### config.mk
export PLATFORM = sky130hd
export DESIGN_NAME = universal_register
export DESIGN_NICKNAME = d
export VERILOG_FILES = /design/src/rtl/universal_register.sv
export SDC_FILE = /design/constraint.sdc
export NUM_CORES = 1
export LEC_CHECK = 0
export CORE_ASPECT_RATIO = 1.4
export CORE_MARGIN = 8
export CORE_UTILIZATION = 55
export DETAILED_ROUTE_END_ITERATION = 8
export PLACE_DENSITY = 0.93
export SLEW_MARGIN = 20
export SYNTH_ARGS = -nofsm -noshare
export SYNTH_HDL_FRONTEND = slang
export SYNTH_SLANG_ARGS = --single-unit
### constraint.sdc
create_clock -name clk -period 4.85 [get_ports clk]
set_input_delay 0.97 -clock clk [delete_from_list [all_inputs] [get_ports clk]]
set_output_delay 0.97 -clock clk [all_outputs]
set_load 0.02 [all_outputs]
### src/rtl/universal_register.sv
// universal_register: WIDTH-bit register with clear, load, shift, rotate and up/down count modes
module universal_register #(
  parameter int WIDTH = 32,
  parameter logic [WIDTH-1:0] RESET_VALUE = '0
) (
  input  logic             clk,
  input  logic             clr,
  input  logic             load,
  input  logic [WIDTH-1:0] data,
  input  logic             en,
  input  logic [2:0]       mode,
  input  logic             serial_in,
  output logic [WIDTH-1:0] Q,
  output logic             serial_out,
  output logic             wrap,
  output logic             zero
);
  logic [WIDTH-1:0] q_n;
  logic so_n, w_n;
  always_comb begin
    q_n = Q;
    so_n = serial_out;
    w_n = 1'b0;
    if (en)
      case (mode)
        3'b001: begin q_n = {Q[WIDTH-2:0], serial_in}; so_n = Q[WIDTH-1]; end
        3'b010: begin q_n = {serial_in, Q[WIDTH-1:1]}; so_n = Q[0]; end
        3'b011: begin q_n = {Q[WIDTH-1], Q[WIDTH-1:1]}; so_n = Q[0]; end
        3'b100: begin q_n = {Q[WIDTH-2:0], Q[WIDTH-1]}; so_n = Q[WIDTH-1]; end
        3'b101: begin q_n = {Q[0], Q[WIDTH-1:1]}; so_n = Q[0]; end
        3'b110: begin q_n = Q + 1'b1; w_n = &Q; end
        3'b111: begin q_n = Q - 1'b1; w_n = ~|Q; end
        default: q_n = Q;
      endcase
  end
  always_ff @(posedge clk)
    if (!clr) begin
      Q <= RESET_VALUE;
      serial_out <= 1'b0;
      wrap <= 1'b0;
    end else if (load) begin
      Q <= data;
      wrap <= 1'b0;
    end else begin
      Q <= q_n;
      serial_out <= so_n;
      wrap <= w_n;
    end
  assign zero = ~|Q;
endmodule

== Yosys cells after proc, flatten, opt, wreduce, memory -nomap -nowiden ==
Cells that the tools add are included.

* Add/sub/neg operators: 2
* Equal/unequal tests: 8
* Multiplexer cells: 5
* Bitwise operators: 3
* Reductions and logical operators: 13

{| class="wikitable"
|+ Operators by type and width
! operator !! number
|-
| one-hot mux 32 bit (7 select lines) || 1
|-
| two-way mux 32 bit || 2
|-
| adder 32 x 1 -> 32 bit, second input constant || 1
|-
| AND reduction 32 bit || 1
|-
| OR reduction 32 bit || 1
|-
| subtractor 32 x 1 -> 32 bit, second input constant || 1
|-
| == test 3 bit, second input constant || 4
|-
| nonzero test 8 bit || 1
|-
| nonzero test 7 bit || 1
|-
| == test 3 x 2 -> 1 bit, second input constant || 2
|-
| AND reduction 3 bit || 2
|-
| OR reduction 3 bit || 2
|-
| one-hot mux 1 bit (2 select lines) || 2
|-
| nonzero test 2 bit || 2
|-
| == test 3 x 1 -> 1 bit, second input constant || 1
|-
| NOT 1 bit || 3
|-
| inequality test 2 bit, second input constant || 1
|-
| AND reduction 2 bit || 1
|-
| OR reduction 2 bit || 1
|-
| zero test 1 bit || 1
|}

* Flip-flop bits (word level): 34
* Input bits: 40

== Logic depth before layout (Yosys ltp) ==
Gate-level depths: netlist of run 1.

* Depth in word-level cells: 4
* Depth in mapped cells: 13
* Gate-level depth less buffers: 10

== Least setup slack after synthesis of run 1 ==
No wires, ideal clock.

* Path type: input port to flip-flop
* Start point: in mode[2]
* End point: reg Q[26]
* Library setup time: 0.126 ns
* Arrival: 3.666 ns
* Slack: 1.058 ns
* Stages: 13
* Cells stage by stage: buf_2 nand3_2 buf_2 buf_1 xnor2_1 ha_1 or4_1 nor3_1 a31oi_1 a41oi_2 mux2i_1 xor2_1 o21ai_1

* Word-level cells in the longest chain between the ends: 4
* Elaborated cells on any way between the ends: 12

{| class="wikitable"
|+ RTL lines
! what !! RTL line !! source
|-
| start, declared || 11 || <nowiki>input logic [2:0] mode,</nowiki>
|-
| == test 3 bit (tied with other cells) || 25 || <nowiki>case (mode)</nowiki>
|-
| one-hot mux 32 bit (7 select lines) || 25 ||
|-
| two-way mux 32 bit || 24 || <nowiki>if (en)</nowiki>
|-
| two-way mux 32 bit || 41 || <nowiki>end else if (load) begin</nowiki>
|-
| end signal, assigned || 42 || <nowiki>Q <= data;</nowiki>
|-
| end signal, assigned || 45 || <nowiki>Q <= q_n;</nowiki>
|-
| end, declared || 13 || <nowiki>output logic [WIDTH-1:0] Q,</nowiki>
|}

Parallel ways exist; a longest one is shown, timed or not. The select of a mux whose other input is x is not followed.
A chain may end at the register's enable or synchronous reset.

== Final worst setup path of run 1 ==
* Start point: reg Q[21]
* End point: out zero

* Word-level cells in the longest chain between the ends: 2

{| class="wikitable"
|+ RTL lines
! what !! RTL line !! source
|-
| OR reduction 32 bit || 49 || <nowiki>assign zero = ~|Q;</nowiki>
|-
| zero test 1 bit || 49 ||
|-
| end, declared || 16 || <nowiki>output logic zero</nowiki>
|}

Every way passes these cells.

==> metrics.cfg, run 1 <==
[detailed_routing]
drc=0
num_vias=5686
drtIter0Drc=677
routed_wirelength_um=18900
ant_nets=0
drtPass1Iterations=6
vias_per_cell=7.10
route.detailed.wl_per_inst_um=23.6

[clock_tree]
cts_htree_levels=2
clkTransAtPathRegs_ns=0.09
post-cts-setup-buffers=0
ctsLongestPathBuffers=2
insertion_delay_ns=0.31
cts_tree=yes
cts-hold-fix-buffers=0
ctsResizeCount=0
cts.sinks=34
root_buffer=clkbuf_8
numCtsBuffers=5

[job]
maxCapViolCount=0

[sta]
slew_violations=0
hold_violations=0
fmax_ghz=0.223
setup_viol=0
whs_ns=0.495
worst_slew_pin_slew_ns=0.956
rsz0062_at_grt=false
fin_crit_ns=4.49
worst_clock_skew_ns=0.0112
slew_headroom=0.362
timing.final.crit_share=0.925
setup_tns_ns=0

[cells_and_area]
synthToLayoutAreaGrowth_pct=20.2
drive_above_1_share=0.0827
n_antenna_cell=0
final_area_um2=5280
fin_nets=741

[yosys]
synth_flop_cell=dfxtp_1
synth_enable_flop_cells=0
synthCells=669
synthTopCellsByArea=dfxtp_1 15%, o21ai_0 9.3%, nand2_1 8.1%, xnor2_1 6.0%, mux2i_1 5.7%
yosysSeqAreaShare=0.155
synth_top_area_share=0.155
syn-mean-instance-area_um2=6.57
async_reset_ff_frac=0
synth_nets=710
synth-seq-cells=34
ys_warn_count=0
synth_cell_types=73
yosys.area.top_type=dfxtp_1
yosysMostFrequentCell=nand2_1
synth_area_um2=4400
synth_common_cells=95 x nand2_1, 82 x o21ai_0, 54 x nor2_1

[worst_setup_path]
rrSetupSlack_ns=2.06
critPathMaxFanout=14
worstSetupStartpoint=Q[21]
criticalPathCategory=reg2out
startpoint_type=register
r2r_cells=7
cp-end-kind=primary output
r2r-start=Q[21]
worst_ep_required_time_ns=3.88
worst_ep_arrival_time_ns=3.52

[placement]
port_buffers=74
gp_congestion=1.01
place_area_um2=5130
hpwl_um=13200

[grt]
grt_pass1_vias=5392
gr-usage-all-layers=0.339
grt_max_degree=55
antenna_found_initial=0
grt_overflow_total=0
grt_pass1_wl_um=30000

[pwr]
switching_share=0.401
ir_drop_mv=0.155
pwr-share-clk=0.294
seqPwrFrac=0.304
intPower_w=0.000719
combPwrFrac=0.402
p_leak_nw=1.82
switchingPower_w=0.000481
power.density_nw_per_um2=227

[die]
rows=38
initial_core_util=0.567
io_pins=75
die_area_um2=11100
fp.dieH_um=122
fp.dieW_um=91.6
design.core.area_um2=7750

[hold_path]
hp-class=reg2reg
min_path_cells=2
hp-start=serial_out

[status]
status=finished, final reports clean

## sequential cells by signal, summed over array words and instances, names as in the netlist
| signal | count |
|---|---|
| Q | 32 |
| serial_out | 1 |
| wrap | 1 |
## worst max-delay path, cell delays in order, from the launching register on
cell	delay (ns)
dfxtp_1	0.31
buf_4	0.19
nor4_1	0.70
nand3_1	0.18
or4_1	0.47
nor4_1	0.62
clkdlybuf4s50_1	0.73
## metrics by stage
step | total power [W] | cells | util | setup slack [ns]
finish | 0.00120 | 801 | 0.681 | 0.364
global route | 0.00124 | 801 | 0.681 | 0.272
CTS | 0.00118 | 801 | 0.681 | 0.721
detailed placement | 0.000831 | 793 | 0.662 | 0.972
global placement | 0.000822 | 793 | 0.662 | 0.996
floorplan | 0.000654 | 669 | - | 1.06
## logic make-up (layout without fill, tap and decap cells)
family	count (synthesis)	after routing	synth area share
muxes	27	27	0.0621
and+or+nand+nor	265	265	0.299
DFF	34	34	0.155
adders and majority gates	1	1	0.00285
AOI/OAI and AO/OA	219	219	0.326
xor gates and xnor gates	38	38	0.0757
buffers and inverters	85	117	0.0797
## final timing paths
check | to
worst max-delay path | zero
worst min-delay path | serial_out
worst max register to register | wrap
worst min register to register | serial_out
## routing by layer
layer / share of wire / vias to the layer above / GRT usage
met1: 0.35 / 2607 / 0.380
met2: 0.47 / 454 / 0.551
met4: 0.077 / 0 / 0.267
li1: - / 2520 / -
met5: 0 / - / 0
met3: 0.11 / 105 / 0.0708
## power groups by stage
| stage | combinational, W | sequential (W) | clock [W] |
|---|---|---|---|
| CTS | 0.000467 | 0.000359 | 0.000352 |
| detailed placement | 0.000465 | 0.000366 | 0 |
| global route | 0.000518 | 0.000366 | 0.000361 |
| floorplan | 0.000300 | 0.000354 | 0 |
| finish | 0.000482 | 0.000365 | 0.000352 |
| global placement | 0.000457 | 0.000365 | 0 |
## cell type report
class                           count  area, um2
Clock buffer                        6       82.6
Inverter                           10       37.5
Clock inverter                      2       60.1
Tap cell                          100        125
Fill cell                         704       2470
Sequential cell                    34        681
Timing Repair Buffer               99        918
Multi-Input combinational cell    550       3380
## cells in the final DEF, fill, tap and decap left out, drive strengths merged, types with 14 or more instances in the layout
master and instances:
a21oi 38, a31oi 15, buf 27, clkdlybuf4s50 72
dfxtp 34, mux2i 25, nand2 95, nand3 20
nor2 54, nor3 25, nor4 22, o211ai 14
o21ai 85, xnor2 30
Power figures use the tool's default switching activity.
==> run 2: changes to the inputs <==
Settings changed: CAP_MARGIN from default to 20.
==> results of run 2 <==
The final DEF is identical to that of run 1; final timing and power are the same.
